**src/rtl/irq_controller_pkg.sv**
```systemverilog
// Shared FSM encoding and register offsets for the interrupt controller.
package irq_controller_pkg;

    typedef enum logic [1:0] {
        StIdle    = 2'd0,
        StAssert  = 2'd1,
        StService = 2'd2
    } irq_state_e;

    localparam logic [7:0] OffMask   = 8'd0;
    localparam logic [7:0] OffPend   = 8'd1;
    localparam logic [7:0] OffCause  = 8'd2;
    localparam logic [7:0] OffEoiOvr = 8'd3;
    localparam logic [7:0] OffOvrClr = 8'd4;
    localparam logic [7:0] NumPorts  = 8'd5;

endpackage

```
**src/rtl/irq_prio_enc.sv**
```systemverilog
// Fixed-priority encoder: lowest set index wins.
module irq_prio_enc #(
    parameter int unsigned NSRC = 4
) (
    input  logic [NSRC-1:0] req,
    output logic [2:0]      idx,
    output logic            any
);

    always_comb begin
        idx = '0;
        for (int i = int'(NSRC) - 1; i >= 0; i--) begin
            if (req[i]) idx = 3'(i);
        end
    end

    assign any = |req;

endmodule

```
**src/rtl/irq_controller.sv**
```systemverilog
// Edge-triggered interrupt controller with mask/pending/cause/overrun registers
// on a processor port bus, and a request/acknowledge/EOI handshake FSM.
module irq_controller
    import irq_controller_pkg::*;
#(
    parameter int unsigned NSRC      = 4,
    parameter logic [7:0]  BASE_PORT = 8'h10
) (
    input  logic            clk,
    input  logic            reset_n,
    input  logic [NSRC-1:0] src,
    input  logic [7:0]      port_id,
    input  logic [7:0]      out_port,
    input  logic            write_strobe,
    output logic [7:0]      rd_data,
    output logic            rd_hit,
    output logic            interrupt,
    input  logic            interrupt_ack
);

    logic [NSRC-1:0] src_q, pending_q, pending_d, mask_q, mask_d;
    logic [NSRC-1:0] rise, active, ack_clr, w1c;
    logic [7:0]      cause_q, cause_d, overrun_q, overrun_d, rd_data_q, rd_data_d;
    logic            rd_hit_q, rd_hit_d, interrupt_q, interrupt_d;
    irq_state_e      state_q, state_d;
    logic [7:0]      offset;
    logic            owned, wr_en, ack_take, eoi_take;
    logic [2:0]      prio_idx;
    logic            prio_any;
    logic            unused_wdata;

    assign rise   = src & ~src_q;
    assign active = pending_q & mask_q;
    assign offset = port_id - BASE_PORT;
    assign owned  = (port_id >= BASE_PORT) && (offset < NumPorts);
    assign wr_en  = write_strobe && owned;
    // Data bits above NSRC are intentionally dropped on writes.
    assign unused_wdata = ^out_port;

    irq_prio_enc #(
        .NSRC(NSRC)
    ) u_prio_enc (
        .req(active),
        .idx(prio_idx),
        .any(prio_any)
    );

    always_comb begin
        state_d  = state_q;
        ack_take = 1'b0;
        eoi_take = 1'b0;
        unique case (state_q)
            StIdle: begin
                if (prio_any) state_d = StAssert;
            end
            StAssert: begin
                if (interrupt_ack && prio_any) begin
                    state_d  = StService;
                    ack_take = 1'b1;
                end else if (!prio_any) begin
                    state_d = StIdle;
                end
            end
            StService: begin
                if (wr_en && offset == OffEoiOvr) begin
                    state_d  = StIdle;
                    eoi_take = 1'b1;
                end
            end
            default: state_d = StIdle;
        endcase
        interrupt_d = (state_d == StAssert);
    end

    always_comb begin
        mask_d    = mask_q;
        w1c       = '0;
        ack_clr   = '0;
        cause_d   = cause_q;
        overrun_d = overrun_q;
        if (wr_en && offset == OffMask) mask_d = out_port[NSRC-1:0];
        if (wr_en && offset == OffPend) w1c = out_port[NSRC-1:0];
        for (int i = 0; i < int'(NSRC); i++) begin
            ack_clr[i] = ack_take && (prio_idx == 3'(i));
        end
        // Rise is OR-ed last so a new event beats any same-cycle clear.
        pending_d = (pending_q & ~(w1c | ack_clr)) | rise;
        if (ack_take) begin
            cause_d = {1'b1, 4'b0, prio_idx};
        end else if (eoi_take) begin
            cause_d[7] = 1'b0;
        end
        if (wr_en && offset == OffOvrClr) begin
            overrun_d = '0;
        end else if (|(rise & pending_q) && overrun_q != 8'hFF) begin
            overrun_d = overrun_q + 8'd1;
        end
    end

    always_comb begin
        rd_hit_d  = owned;
        rd_data_d = '0;
        if (owned) begin
            case (offset)
                OffMask:   rd_data_d = 8'(mask_q);
                OffPend:   rd_data_d = 8'(pending_q);
                OffCause:  rd_data_d = cause_q;
                OffEoiOvr: rd_data_d = overrun_q;
                default:   rd_data_d = '0;
            endcase
        end
    end

    always_ff @(posedge clk) begin
        if (!reset_n) begin
            src_q       <= '0;
            pending_q   <= '0;
            mask_q      <= '0;
            cause_q     <= '0;
            overrun_q   <= '0;
            rd_data_q   <= '0;
            rd_hit_q    <= 1'b0;
            interrupt_q <= 1'b0;
            state_q     <= StIdle;
        end else begin
            src_q       <= src;
            pending_q   <= pending_d;
            mask_q      <= mask_d;
            cause_q     <= cause_d;
            overrun_q   <= overrun_d;
            rd_data_q   <= rd_data_d;
            rd_hit_q    <= rd_hit_d;
            interrupt_q <= interrupt_d;
            state_q     <= state_d;
        end
    end

    assign rd_data   = rd_data_q;
    assign rd_hit    = rd_hit_q;
    assign interrupt = interrupt_q;

endmodule

```
**config.mk**
```make
export PLATFORM = sky130hd
export DESIGN_NAME = irq_controller
export DESIGN_NICKNAME = d
export VERILOG_FILES = /design/src/rtl/irq_controller_pkg.sv /design/src/rtl/irq_prio_enc.sv /design/src/rtl/irq_controller.sv
export SDC_FILE = /design/constraint.sdc
export NUM_CORES = 1
export LEC_CHECK = 0
export BUFFER_PORTS_ARGS = -buffer_cell sky130_fd_sc_hd__buf_2
export CAP_MARGIN = 20
export CORE_MARGIN = 4
export CORE_UTILIZATION = 52
export DETAILED_ROUTE_END_ITERATION = 8
export HOLD_SLACK_MARGIN = 0.12
export PLACE_DENSITY_LB_ADDON = 0.12
export SLEW_MARGIN = 15
export SYNTH_ARGS = -nofsm -noshare
export SYNTH_HDL_FRONTEND = slang
export SYNTH_SLANG_ARGS = --single-unit
```
**constraint.sdc**
```tcl
create_clock -name clk -period 1.9 [get_ports clk]
set_input_delay 0.095 -clock clk [delete_from_list [all_inputs] [get_ports clk]]
set_output_delay 0.095 -clock clk [all_outputs]
set_load 0.01 [all_outputs]
```
# == Yosys cells after proc, flatten, opt, wreduce, memory -nomap -nowiden ==
# Index checks and enable logic that the tools add are counted.
# op_classes
n_addsub,2
n_lt_le_gt_ge,2
n_eq_ne,11
mux,17
bitwise_logic,9
n_reduce_logical,20
# op_table
op,n
8-bit one-hot mux with 4 select lines,1
4-bit AND,4
"8-bit by 2-bit == test with 1-bit output, second input constant",2
2-bit 2-to-1 mux,8
1-bit logical AND,12
"8-bit by 1-bit adder with 8-bit output, second input constant",1
"8-bit by 1-bit == test with 1-bit output, second input constant",1
"8-bit by 3-bit == test with 1-bit output, second input constant",1
"8-bit by 5-bit greater-or-equal comparator with 1-bit output, second input constant",1
8-bit logical NOT,1
"8-bit by 3-bit < comparator with 1-bit output, second input constant",1
"8-bit != test, second input constant",1
4-bit NOT,2
4-bit OR,2
4-bit OR reduction,2
"8-bit by 5-bit subtractor with 8-bit output, second input constant",1
"3-bit by 2-bit == test with 1-bit output, second input constant",2
1-bit 2-to-1 mux,6
2-bit one-hot mux with 3 select lines,1
"2-bit by 1-bit == test with 1-bit output, second input constant",2
4-bit 2-to-1 mux,1
"3-bit by 1-bit == test with 1-bit output, second input constant",1
3-bit logical NOT,1
"2-bit == test, second input constant",1
5 further kinds,5
# totals
reg_bits,36
in_bits,24
output_inout_bits,10
word_cells,71

# == Depth between registers and ports, before layout ==
# logic_depth
ltp_word,11
mapped_depth,5
depth_no_buf,5

# == Hierarchy ==
# From an unflattened synthesis, not the netlist that was laid out.
# hier_totals
cells_unflattened,179
area_unflattened_um2,1681.6
# modules_own_cells
mod,n_inst,cells_each,area_per_inst_um2,seq_area_each_um2
irq_controller,1,170,1635.3,720.7
irq_prio_enc,1,9,46.3,0.0

# == Worst setup path after synthesis ==
# Ideal clock, no wire load.
# synth_path
path_kind,flip-flop to flip-flop
from,register pending_q[3]
to,register overrun_q[5]
setup_time_ns,0.070
arrival_time_ns,1.284
required_ns,1.830
setup_slack_ns,0.546
path_stages_with_launch,6
path_buffers,0
synth_period_minus_slack_ns,1.354
cell_sequence,dfxtp_1 > nand2_1 > o22ai_1 > o21ai_2 > or3_1 > a21oi_1
# synth_via
elab_chain_len,3
# synth_rtl
element,line,rtl
from (decl),irq_controller.sv:21,"logic [NSRC-1:0] src_q, pending_q, pending_d, mask_q, mask_d;"
from (signal assigned),irq_controller.sv:127,pending_q <= pending_d;
4-bit AND,irq_controller.sv:95,end else if (|(rise & pending_q) && overrun_q != 8'hFF) begin
4-bit OR reduction,irq_controller.sv:95,
1-bit logical AND,irq_controller.sv:95,
to (signal assigned),irq_controller.sv:130,overrun_q <= overrun_d;
to (decl),irq_controller.sv:23,"logic [7:0] cause_q, cause_d, overrun_q, overrun_d, rd_data_q, rd_data_d;"
# Every way passes these cells.
# A chain may end at the register's enable or synchronous reset.

# == Final worst setup path ==
# layout_path
from,register pending_q[3]
to,register overrun_q[3]
# Same word-level chain as after synthesis.

==> key figures <==
Run status
  • Status: complete, no violations

Placement
  • Routability congestion estimate: 0.787
  • IO Port Bufs: 29
  • Pre-CTS WS: 0.313 ns
  • Cell total after placement: 222
  • Hpwl dp: 2.38 mm

Yosys
  • Yosys cell types: 42
  • Synth Flop Type: dfxtp_1
  • Post-synthesis sequential area ratio: 46.2%
  • Syn Inst Count: 165
  • Syn. warnings: 0
  • Post-synth EDFFs: 0
  • Post-Syn Nets: 190
  • Ys async rst share: 0%
  • Number of synthesized register bits: 35
  • Average size of a mapped cell: 9.20 µm²
  • Cell Area, Synth: 1520 µm²

Global routing
  • First-pass GRT wire length: 5.47 mm
  • Vias in the first global route: 1225
  • Total congestion overflow: 0
  • Initial antenna violation count: 0
  • Total track usage: 19.7%
  • Largest net degree at the start of global routing: 20

Timing
  • Min Clock Period, post-route: 1.56 ns
  • Final Cycle Share: 82.1%
  • # setup viols final: 0
  • Sum Neg Setup Slack: 0 ns
  • Layout Skew: 0.00687 ns
  • Slew of the pin with the lowest slew margin: 0.389 ns
  • Hold_ws: 0.156 ns
  • Worst setup margin: 0.340 ns
  • Max-Slew Margin vs Limit: 74.0%
  • Max-slew violation count: 0
  • RSZ-0062 raised after global routing: false
  • Fmax: 641 MHz
  • Final hold vios: 0

Floorplan
  • Die Area: 3850 µm²
  • Die width: 62.0 µm
  • Starting density of the core: 54.6%
  • Std cell rows: 19
  • Die Y: 62.0 µm
  • Core Region: 2780 µm²
  • I/O pins: 34

Power and ir drop
  • Cell Pwr Density: 704 nW/µm²
  • Pwr Total: 1.32 mW
  • Leakage: 0.810 nW
  • Peak VDD IR: 0.579 mV

Run
  • Max-Cap Viols: 0

Clocking
  • CTS tree: yes
  • Root Buffer Master: clkbuf_4
  • Post-cts resize count: 0
  • Num CTS Buffers: 5
  • H-Tree Depth: 2
  • CTS Sinks: 35
  • Clock latency on the worst-skew pair: 0.34 ns
  • Clock slew at reported path FFs: 0.10 ns
  • Longest Clk Path Bufs: 2

Worst setup path
  • Arr. time, crit path: 1.84 ns
  • Crit-path slowest cell: dfxtp_1
  • Critical path type: register to register
  • Crit path launch type: register
  • Critical path cell sequence: nand2_1, o22ai_1, o21ai_2, or3_1, a21oi_1
  • R2R Setup Slk: 0.34 ns
  • CP Capture Type: register
  • Critical Path Fanout Max: 10
  • Delay of the slowest critical-path stage: 0.42 ns
  • Critical path required time: 2.18 ns

Final layout
  • Number of fillers in the final layout: 228
  • Synth-to-layout area growth: 23.8%
  • Most common cell after layout, fill and taps aside: dfxtp_1
  • Commonest cells after routing, fill and taps aside: dfxtp_1, buf_2, nand2_1
  • Fin nets: 236
  • Area of the multi-input gates: 767 µm²
  • N_diodes: 0
  • Reg area: 701 µm²
  • Share of cells above drive strength 1: 20.9%
  • Finished Layout Cells: 242

Drt
  • Initial detailed-routing violation count: 52
  • Via-to-Cell Ratio: 5.58
  • DRC violations left: 0
  • Via count: 1350
  • WL final: 3.30 mm
  • DRT Pass-1 Iters: 4
  • WL per Instance: 13.7 µm
  • Final ANT Viol Nets: 0

Worst hold path
  • HP Class: primary input to register
-- cell families (layout without fill, tap and decap cells) --
logic type | count (synthesis) | after routing | share of synthesized area, %
multiplexers | 6 | 6 | 5.61
buffers and inverters | 13 | 59 | 3.30
adder cells (fa/ha/maj) | 1 | 1 | 0.824
AO/OA/AOI/OAI | 40 | 40 | 18.1
XOR/XNOR | 2 | 2 | 1.15
flip-flops | 35 | 35 | 46.2
AND/OR/NAND/NOR | 68 | 68 | 24.8
-- power breakdown --
group | internal (mW) | switching (mW) | leakage (nW)
clock network | 0.171 | 0.234 | 0.0341
registers | 0.753 | 0.0262 | 0.285
logic | 0.0703 | 0.0676 | 0.491
-- flip-flops by register name, indices dropped and copies added (netlist names) --
register / cells
overrun_q: 8
rd_data: 8
mask_q: 4
pending_q: 4
src_q: 4
cause_q: 3
state_q: 2
interrupt: 1
rd_hit: 1
-- area by class of cell --
type                    count  area share (%)
multi-input cells         117            40.8
repair buffers             43            15.0
clock inverters             1           0.266
inverters                   9            1.80
clock buffers               6            2.73
well taps                  31            2.06
flip-flops and latches     35            37.3
-- timing repair --
action / CTS / global route
setup buffers: 0 / 0
endpoints found under the hold margin: 17 / 0
hold buffers: 13 / 0
-- final timing paths --
kind | from | endpoint | cells after the start
setup / recovery | pending_q[3] | overrun_q[3] | 5
hold / removal | port_id[2] | rd_hit | 3
setup reg to reg | pending_q[3] | overrun_q[3] | 5
hold reg to reg | src_q[2] | pending_q[2] | 1
-- metal layers --
layer	global-route usage, %	wire [µm]
met1	24.3	1460
met2	32.5	1560
met5	0	0
met3	3.72	209
met4	10.0	74
-- worst max-delay path, delay by kind of cell, from the launching register on --
kind / cells / cell delay (ns)
AOI/OAI and AO/OA: 3 / 0.63
and+or+nand+nor: 2 / 0.45
DFF: 1 / 0.42
-- synth_stat cells (3+ instances only) --
cell type | n | area (µm²)
or3_1 | 4 | 25.0
nand2_1 | 18 | 67.6
nand3_1 | 7 | 35.0
a21oi_1 | 6 | 30.0
clkbuf_1 | 3 | 11.3
a31oi_1 | 3 | 18.8
inv_1 | 8 | 30.0
dfxtp_1 | 35 | 701
and2_1 | 4 | 25.0
mux2i_1 | 4 | 40.0
nand4_1 | 3 | 18.8
o31ai_1 | 4 | 30.0
nor2b_1 | 6 | 37.5
o21ai_0 | 11 | 55.1
nor2_1 | 14 | 52.6
o211a_1 | 3 | 30.0
-- stage by stage --
| step | cell area (µm²) | util, % |
|---|---|---|
| after floorplan | 1520 | - |
| after global placement | 1690 | 60.9 |
| after detailed placement | 1690 | 60.9 |
| after CTS | 1880 | 67.6 |
| after global routing | 1880 | 67.6 |
| final | 1880 | 67.6 |
Note: power is estimated with default switching activity, not from simulation.
